===== src/rtl/life_sequencer_if.sv =====
// Engine handshake bundle between the generation sequencer (master) and the
// Game-of-Life scan engine (slave).
interface life_sequencer_if;
    logic [63:0] eng_board;
    logic        eng_start;
    logic [63:0] eng_next_state;
    logic        eng_done;

    modport master (
        output eng_board,
        output eng_start,
        input  eng_next_state,
        input  eng_done
    );

    modport slave (
        input  eng_board,
        input  eng_start,
        output eng_next_state,
        output eng_done
    );
endinterface


===== src/rtl/life_sequencer.sv =====
// Generation sequencer: owns the 64-cell board, launches one engine pass per
// generation (free-run tick or single step) and commits the engine result.
module life_sequencer #(
    parameter int TICK_DIV       = 1000000,
    parameter int TIMEOUT        = 255,
    parameter bit HALT_ON_STABLE = 1'b1
) (
    input  logic                    clk,
    input  logic                    rst_n,
    input  logic [63:0]             seed_i,
    input  logic                    load_i,
    input  logic                    run_i,
    input  logic                    step_i,
    life_sequencer_if.master        eng,
    output logic [63:0]             board_o,
    output logic [15:0]             gen_count_o,
    output logic                    busy_o,
    output logic                    stable_o,
    output logic                    extinct_o,
    output logic                    timeout_err_o
);

    localparam int TW = (TICK_DIV < 2) ? 1 : $clog2(TICK_DIV);
    localparam int WW = (TIMEOUT < 1) ? 1 : $clog2(TIMEOUT + 1);
    localparam logic [TW-1:0] TICK_LAST = TW'(TICK_DIV - 1);
    localparam logic [WW-1:0] WD_LAST   = WW'(TIMEOUT);

    localparam logic [1:0] ST_IDLE      = 2'd0;
    localparam logic [1:0] ST_WAIT_DONE = 2'd1;
    localparam logic [1:0] ST_COMMIT    = 2'd2;

    logic [1:0]    state_q,      state_d;
    logic [63:0]   board_q,      board_d;
    logic [63:0]   result_q,     result_d;
    logic [15:0]   gen_q,        gen_d;
    logic          stable_q,     stable_d;
    logic          extinct_q,    extinct_d;
    logic          terr_q,       terr_d;
    logic          start_q,      start_d;
    logic [TW-1:0] tick_cnt_q,   tick_cnt_d;
    logic [WW-1:0] wd_q,         wd_d;

    logic tick;
    logic halt;

    assign tick = (tick_cnt_q == TICK_LAST);
    assign halt = HALT_ON_STABLE & (stable_q | extinct_q);

    // The rate counter free-runs regardless of FSM state or load.
    assign tick_cnt_d = tick ? '0 : tick_cnt_q + 1'b1;

    always_comb begin
        state_d   = state_q;
        board_d   = board_q;
        result_d  = result_q;
        gen_d     = gen_q;
        stable_d  = stable_q;
        extinct_d = extinct_q;
        terr_d    = terr_q;
        start_d   = start_q;
        wd_d      = wd_q;

        if (load_i) begin
            // Any eng_done arriving together with load is simply not looked at.
            board_d   = seed_i;
            gen_d     = '0;
            stable_d  = 1'b0;
            extinct_d = 1'b0;
            terr_d    = 1'b0;
            start_d   = 1'b0;
            state_d   = ST_IDLE;
        end else begin
            case (state_q)
                ST_IDLE: begin
                    if (step_i || (run_i && tick && !halt)) begin
                        state_d = ST_WAIT_DONE;
                        start_d = 1'b1;
                        wd_d    = '0;
                    end
                end
                ST_WAIT_DONE: begin
                    // A done in the very cycle the watchdog expires still counts.
                    if (eng.eng_done) begin
                        result_d = eng.eng_next_state;
                        start_d  = 1'b0;
                        state_d  = ST_COMMIT;
                    end else if (wd_q == WD_LAST) begin
                        terr_d  = 1'b1;
                        start_d = 1'b0;
                        state_d = ST_IDLE;
                    end else begin
                        wd_d = wd_q + 1'b1;
                    end
                end
                ST_COMMIT: begin
                    stable_d  = (result_q == board_q);
                    extinct_d = (result_q == 64'd0);
                    board_d   = result_q;
                    gen_d     = gen_q + 16'd1;
                    state_d   = ST_IDLE;
                end
                default: begin
                    start_d = 1'b0;
                    state_d = ST_IDLE;
                end
            endcase
        end
    end

    always_ff @(posedge clk or negedge rst_n) begin
        if (!rst_n) begin
            state_q    <= ST_IDLE;
            board_q    <= '0;
            result_q   <= '0;
            gen_q      <= '0;
            stable_q   <= 1'b0;
            extinct_q  <= 1'b0;
            terr_q     <= 1'b0;
            start_q    <= 1'b0;
            tick_cnt_q <= '0;
            wd_q       <= '0;
        end else begin
            state_q    <= state_d;
            board_q    <= board_d;
            result_q   <= result_d;
            gen_q      <= gen_d;
            stable_q   <= stable_d;
            extinct_q  <= extinct_d;
            terr_q     <= terr_d;
            start_q    <= start_d;
            tick_cnt_q <= tick_cnt_d;
            wd_q       <= wd_d;
        end
    end

    assign eng.eng_board  = board_q;
    assign eng.eng_start  = start_q;
    assign board_o        = board_q;
    assign gen_count_o    = gen_q;
    assign busy_o         = (state_q != ST_IDLE);
    assign stable_o       = stable_q;
    assign extinct_o      = extinct_q;
    assign timeout_err_o  = terr_q;

endmodule


===== src/flat_wrapper.sv =====
// flat-port wrapper written by rule: the top's interface ports become plain ports
module life_sequencer_flat 
#(
    parameter int TICK_DIV       = 1000000,
    parameter int TIMEOUT        = 255,
    parameter bit HALT_ON_STABLE = 1'b1
)
  (clk, rst_n, seed_i, load_i, run_i, step_i, board_o, gen_count_o, busy_o, stable_o, extinct_o, timeout_err_o, eng_eng_board, eng_eng_start, eng_eng_next_state, eng_eng_done);
  life_sequencer_if eng_i ();
  input  logic clk;
  input  logic rst_n;
  input  logic [63:0] seed_i;
  input  logic load_i;
  input  logic run_i;
  input  logic step_i;
  output logic [63:0] board_o;
  output logic [15:0] gen_count_o;
  output logic busy_o;
  output logic stable_o;
  output logic extinct_o;
  output logic timeout_err_o;
  output wire logic [$bits(eng_i.eng_board)-1:0] eng_eng_board;
  output wire logic [$bits(eng_i.eng_start)-1:0] eng_eng_start;
  input wire logic [$bits(eng_i.eng_next_state)-1:0] eng_eng_next_state;
  input wire logic [$bits(eng_i.eng_done)-1:0] eng_eng_done;
  assign eng_eng_board = eng_i.eng_board;
  assign eng_eng_start = eng_i.eng_start;
  assign eng_i.eng_next_state = eng_eng_next_state;
  assign eng_i.eng_done = eng_eng_done;
  life_sequencer #(.TICK_DIV(TICK_DIV), .TIMEOUT(TIMEOUT), .HALT_ON_STABLE(HALT_ON_STABLE)) u_core (.clk(clk), .rst_n(rst_n), .seed_i(seed_i), .load_i(load_i), .run_i(run_i), .step_i(step_i), .eng(eng_i), .board_o(board_o), .gen_count_o(gen_count_o), .busy_o(busy_o), .stable_o(stable_o), .extinct_o(extinct_o), .timeout_err_o(timeout_err_o));
endmodule

===== config.mk =====
export PLATFORM = sky130hd
export DESIGN_NAME = life_sequencer_flat
export DESIGN_NICKNAME = d
export VERILOG_FILES = /design/src/rtl/life_sequencer_if.sv /design/src/rtl/life_sequencer.sv /design/src/flat_wrapper.sv
export SDC_FILE = /design/constraint.sdc
export NUM_CORES = 1
export LEC_CHECK = 0
export ABC_AREA = 1
export ABC_CLOCK_PERIOD_IN_PS = 1750
export CORE_AREA = 2 2 167 169
export DETAILED_ROUTE_END_ITERATION = 8
export DIE_AREA = 0 0 169 171
export GPL_TIMING_DRIVEN = 0
export SYNTH_ARGS = -nofsm -noshare
export SYNTH_HDL_FRONTEND = slang
export SYNTH_SLANG_ARGS = --single-unit

===== constraint.sdc =====
create_clock -name clk -period 1.75 [get_ports clk]
set_input_delay 0.2625 -clock clk [delete_from_list [all_inputs] [get_ports clk]]
set_output_delay 0.2625 -clock clk [all_outputs]
set_load 0.1 [all_outputs]

==> results of run 1 <==
## synthesized netlist by cell type (4+ instances only)
| library cell | n |
|---|---|
| a21oi_1 | 11 |
| buf_2 | 13 |
| buf_4 | 69 |
| clkbuf_1 | 13 |
| dfrtp_1 | 178 |
| inv_1 | 134 |
| inv_2 | 5 |
| nand2_1 | 340 |
| nand3_1 | 45 |
| nand4_1 | 18 |
| nor2_1 | 94 |
| nor2_2 | 6 |
| nor3_1 | 12 |
| nor3_2 | 4 |
| nor3b_1 | 5 |
| nor4_1 | 9 |
| o211ai_1 | 30 |
| o21ai_0 | 47 |
| o21ai_1 | 35 |
| o221ai_1 | 30 |
| xnor2_1 | 11 |
| xor2_1 | 32 |
## cell families (layout without fill, tap and decap cells)
group / Yosys count / in the layout / share of synthesized area
buffers and inverters: 238 / 558 / 0.126
and+or+nand+nor: 541 / 541 / 0.245
other: 0 / 2 / 0
xor gates and xnor gates: 43 / 43 / 0.0404
AOI/OAI and AO/OA: 159 / 159 / 0.107
DFF: 178 / 178 / 0.478
adders and majority gates: 3 / 3 / 0.00403
## final timing paths
kind	start	end	slack [ns]	cells past startpoint
max	u_core.board_o[55]$_DFFE_PN0P_	board_o[55]	0.03	1
min	eng_eng_next_state[4]	u_core.result_q[4]$_DFFE_PN0P_	0.36	3
max reg2reg	u_core.tick_cnt_q[0]$_DFF_PN0_	u_core.tick_cnt_q[18]$_DFF_PN0_	0.09	10
min reg2reg	u_core.tick_cnt_q[0]$_DFF_PN0_	u_core.tick_cnt_q[0]$_DFF_PN0_	0.48	1
max in group asynchronous	rst_n	u_core.board_o[53]$_DFFE_PN0P_	0.44	3
min in group asynchronous	rst_n	u_core.wd_q[4]$_DFFE_PN0P_	0.42	2
## registers in the layout, summed over array words and instances (netlist names)
name	flops
u_core.board_o	64
u_core.result_q	64
u_core.tick_cnt_q	20
u_core.gen_count_o	16
u_core.wd_q	8
u_core.state_q	2
u_core.eng.eng_start	1
u_core.extinct_o	1
u_core.stable_o	1
u_core.timeout_err_o	1
## cell type report
type,count,area (um^2),share of cell area
Multi-Input combinational cell,746,3720,0.286
Clock inverter,14,163,0.0125
Antenna cell,2,5.00,0.000385
Tap cell,346,433,0.0333
Timing Repair Buffer,288,2540,0.196
Clock buffer,18,429,0.0331
Buffer,99,689,0.0531
Sequential cell,178,4480,0.345
Inverter,139,522,0.0402
## timing repair
item / CTS / global route
gates resized for setup: 623 / 56
hold buffers: 1 / 0
hold endpoints to repair: 95 / 0
pin swaps: 1 / 0
endpoints found under the setup margin: 262 / 77
buffers inserted: 2 / 2
## power breakdown
group          leakage [nW]  internal, W  total [W]  switching, W
clock network         0.291      0.00193    0.00389       0.00195
logic                  3.68      0.00140    0.00528       0.00389
registers              2.22      0.00469    0.00528      0.000586
## stage by stage
stage                     cell area (um^2)   util  std cells
final                                13000  0.475       1830
after floorplan                       9350      -       1162
after global placement               12600  0.461       1790
after global routing                 13000  0.475       1829
after detailed placement             12600  0.463       1791
after CTS                            13000  0.477       1826
## per-layer routing
metal | track usage | up-vias | wire length (um)
li1 | - | 4295 | -
met1 | 0.291 | 4172 | 13800
met2 | 0.386 | 318 | 16000
met3 | 0.0544 | 46 | 2160
met4 | 0.0680 | 4 | 692
met5 | 0 | - | 27
==> metrics, run 1 <==
endpoints failing setup 0; DP Wirelength 25000 um; Syn Std Cell Area 9320 um^2; max incr delay on CP 0.57 ns; Clk Latency, worst-skew pair 0.45 ns; commonest non-fill, non-tap cell in the layout nand2_1; HP Class in -> reg; CP required 1.49 ns; unrepaired setup endpoints after global routing yes; Clock Skew 0.0193 ns; Synth cell types 36; most frequent cells in the layout nand2_1, dfrtp_1, inv_1, clkdlybuf4s50_1, buf_2; drt initial violations 692; Ports 283; DRC viols 0; Tmin final 1.72 ns; overall routing resource usage 0.228; number of H-tree levels 4; Hold Fails Final Rpt 0; Core Region 27300 um^2; Lkg Pwr 6.18 nW; Fin Setup TNS 0 ns; period utilisation layout 0.984; max_cap viols 0; post-route setup slack 0.0277 ns; Place WS -0.723 ns; EDFF count, synth 0; Chip Width 169 um; Area contributors post-synth dfrtp_1, nand2_1, buf_4; Crit Path Category reg -> out; remaining antenna violation count 0; die height 171 um; Buffers on Ports 282; Crit. End Element output pin; final wirelength 32700 um; Pwr Total 0.0144 W; Synth area leader dfrtp_1; synthesized netlist cell count 1162; WP buf/inv 1; clock transition at the registers of the reported paths 0.09 ns; Fill cells 2804; Synth Warn # 0; Yosys reg bits 178; share of layout cells above drive strength 1 0.216; Starting Density 0.341; Max clock buf depth 2; Most used DFF post-synth dfrtp_1; antenna violations before repair 4; fmax 581 MHz; routed len/inst 17.9 um; CTS Buf Count 17; final hold slack 0.357 ns; row cnt 61; Syn Area/Cell 8.02 um^2; Area growth, synth to finish 39.3%; CP startpoint kind flop; Nets 1606; Post-synth ARST share 1.00; Vias 8835; vias per cell 4.83; grt ovf 0; vias in the first global route 8756; first-pass GRT wire length 49700 um; maximum vdd ir drop 0.677 mV; DIE AREA 28900 um^2; Synthesized Nets 1299; drt first pass iters 5; CP max-delay cell clkdlybuf4s18_2; Worst EP arrival 1.46 ns; register area share after synthesis 0.478; CTS tree built; power per cell area 1110 nW/um^2; CP delay by family, top buffers and inverters; GPL Wtd Cong 0.840; largest net degree at the start of global routing 97; status finished, final reports clean; Worst Tran Pin Value 0.780 ns; Clock Root Buffer clkbuf_16; Final Max Slew Viols 0; Slew Limit Headroom 0.480; largest fanout on the critical path 4; worst path cell trace clkdlybuf4s18_2; top-area cell type share of the netlist area 0.478; CTS Sinks 178
No activity file was read; power rests on OpenSTA's default activity.
==> run 2, diff against run 1 <==
- ABC_CLOCK_PERIOD_IN_PS: 1750 -> 2100
- CORE_AREA: 2 2 167 169 -> 2 2 137 205
- DIE_AREA: 0 0 169 171 -> 0 0 139 207
- clock period: 1.75 -> 2.1 ns (I/O delays scaled with it)
==> run 2 against run 1 <==
  * Routed wire length is 2.3% higher
  * Clock skew is 0.012 ns lower
  * Combinational power is 15% lower
  * Count of clock-buffer cells in the layout is 5 higher
  * Sequential power is 17% lower
  * Cell area is 1.7% higher
  * Global-route usage is 0.46 points higher
  * Critical path depth stayed put
  * Core utilization is 1.3 points higher
  * Critical path type unchanged
  * Largest cell class unchanged
==> metrics, run 2 (synthesized netlist as in run 1, its figures left out) <==
post-route setup slack 0.0336 ns (was 0.0277 ns); power per cell area 911 nW/um^2 (was 1110 nW/um^2); Vias 8944 (was 8835); max_cap viols 0 (unchanged); Buffers on Ports 282 (unchanged); die height 207 um (was 171 um); drt first pass iters 5 (unchanged); Reg-to-Reg Start u_core.state_q[1]$_DFFE_PN0P_ (was u_core.tick_cnt_q[0]$_DFF_PN0_); Place WS -0.457 ns (was -0.723 ns); max incr delay on CP 0.88 ns (was 0.57 ns); Fin Setup TNS 0 ns (unchanged); Hold Fails Final Rpt 0 (unchanged); status finished, final reports clean (unchanged); overall routing resource usage 0.233 (was 0.228); Clk Latency, worst-skew pair 0.44 ns (was 0.45 ns); CTS Sinks 178 (unchanged); R2R cell count 7 (was 10); Worst Tran Pin Value 1.02 ns (was 0.780 ns); maximum vdd ir drop 0.515 mV (was 0.677 mV); CTS tree built (unchanged); Nets 1602 (was 1606); Crit Path Category reg -> out (unchanged); RR Endpoint u_core.result_q[61]$_DFFE_PN0P_ (was u_core.tick_cnt_q[18]$_DFF_PN0_); unrepaired setup endpoints after global routing no (was yes); Core Region 27000 um^2 (was 27300 um^2); routed len/inst 18.3 um (was 17.9 um); largest fanout on the critical path 4 (unchanged); Pwr Total 0.0120 W (was 0.0144 W); CP startpoint kind flop (unchanged); CP required 1.78 ns (was 1.49 ns); CP delay by family, top buffers and inverters (unchanged); Ports 283 (unchanged); antenna violations before repair 1 (was 4); endpoints failing setup 0 (unchanged); r2r setup slk 0.22 ns (was 0.09 ns); CP max-delay cell dlygate4sd2_1 (was clkdlybuf4s18_2); HP Class in -> async (was in -> reg); Chip Width 139 um (was 169 um); Finished Layout Cells 1822 (was 1830); GPL Wtd Cong 0.840 (about the same); crit path from u_core.board_o[21]$_DFFE_PN0P_ (was u_core.board_o[55]$_DFFE_PN0P_); DRC viols 0 (unchanged); DP Wirelength 25900 um (was 25000 um); vias per cell 4.91 (was 4.83); commonest non-fill, non-tap cell in the layout nand2_1 (unchanged); remaining antenna violation count 0 (unchanged); Max clock buf depth 2 (unchanged); row cnt 74 (was 61); most frequent cells in the layout nand2_1, dfrtp_1, inv_1, clkdlybuf4s50_1, nor2_1 (was nand2_1, dfrtp_1, inv_1, clkdlybuf4s50_1, buf_2); number of H-tree levels 4 (unchanged); Tmin final 2.07 ns; worst path cell trace dlygate4sd2_1 (was clkdlybuf4s18_2); final wirelength 33400 um (was 32700 um); largest net degree at the start of global routing 117 (was 97); Crit. End Element output pin (unchanged); grt ovf 0 (unchanged); CTS Buf Count 17 (unchanged); Clock Skew 0.00728 ns (was 0.0193 ns); vias in the first global route 9087 (was 8756); Final Max Slew Viols 0 (unchanged); share of layout cells above drive strength 1 0.151 (was 0.216); Post-CTS Setup Repair Bufs 0 (was 2); Area growth, synth to finish 41.6% (was 39.3%); number of placed instances with taps included 1787 (was 1791); Slew Limit Headroom 0.324 (was 0.480); Starting Density 0.345 (was 0.341); clock transition at the registers of the reported paths 0.07 ns (was 0.09 ns); period utilisation layout 0.984; fmax 484 MHz; DIE AREA 28800 um^2 (was 28900 um^2); Lkg Pwr 6.25 nW (was 6.18 nW); first-pass GRT wire length 51500 um (was 49700 um); WP buf/inv 1 (unchanged); Worst EP arrival 1.75 ns (was 1.46 ns); Clock Root Buffer clkbuf_16 (unchanged); drt initial violations 542 (was 692)
[run 2: cell types whose count changed in the layout (fill, tap and decap cells not counted), moves of 5 or more]
cell             delta
clkbuf_4            -7
clkdlybuf4s15_1    +22
clkdlybuf4s18_2    -20
inv_8               -7
dfrtp_4             -5
clkbuf_1            +6
dlygate4sd2_1      +52
dfrtp_1             +8
clkdlybuf4s15_2    +30
buf_2              -81
buf_4               -7
[run 2: repair_timing]
action / in CTS / in global routing
endpoints found under the hold margin: 62 / 0
setup endpoints to repair: 149 / 47
hold buffers: 1 / 0
cloned: 0 / 0
resized for setup: 300 / 29
[run 2: how the worst max path moves through the flow]
| stage | to | slack [ns] | cells past startpoint |
|---|---|---|---|
| after detailed placement | u_core.board_o[29]$_DFFE_PN0P_ | -0.46 | 6 |
| final | board_o[21] | 0.03 | 1 |
| after global routing | board_o[61] | 0.00005 | 1 |
| after CTS | board_o[15] | 0.0006 | 1 |
| after floorplan | u_core.gen_count_o[13]$_DFFE_PN0P_ | 0.09 | 7 |
| after global placement | u_core.gen_count_o[1]$_DFFE_PN0P_ | -7.67 | 1 |
[run 2: metal layers]
layer,GRT usage,part of all wire
met4,0.0766,0.027
met1,0.263,0.38
met3,0.0455,0.052
met2,0.435,0.54
met5,0,0
[run 2: report_power, final]
part           internal (W)  switching (W)  total, W  leakage [nW]
clock               0.00175        0.00139   0.00314         0.271
sequential          0.00391       0.000491   0.00440          2.23
combinational       0.00121        0.00327   0.00448          3.75
total               0.00688        0.00515    0.0120          6.25
[run 2: area by class of cell]
| type | instances | area (um^2) |
|---|---|---|
| diodes | 2 | 5.00 |
| plain buffers | 99 | 661 |
| clock buffers | 23 | 488 |
| clock inverters | 9 | 80.1 |
| fillers | 2708 | 13800 |
| inverters | 139 | 522 |
| multi-input cells | 746 | 3690 |
| flip-flops and latches | 178 | 4460 |
| well taps | 342 | 428 |
| repair buffers | 284 | 2870 |
[run 2: stage by stage]
step           hold WS [ns]   util  instance area (um^2)
6_report              0.373  0.488                 13200
4_1_cts               0.403  0.488                 13200
3_3_place_gp          0.445  0.465                 12600
5_1_grt               0.431  0.488                 13200
2_1_floorplan        0.0194      -                  9330
3_5_place_dp          0.284  0.466                 12600
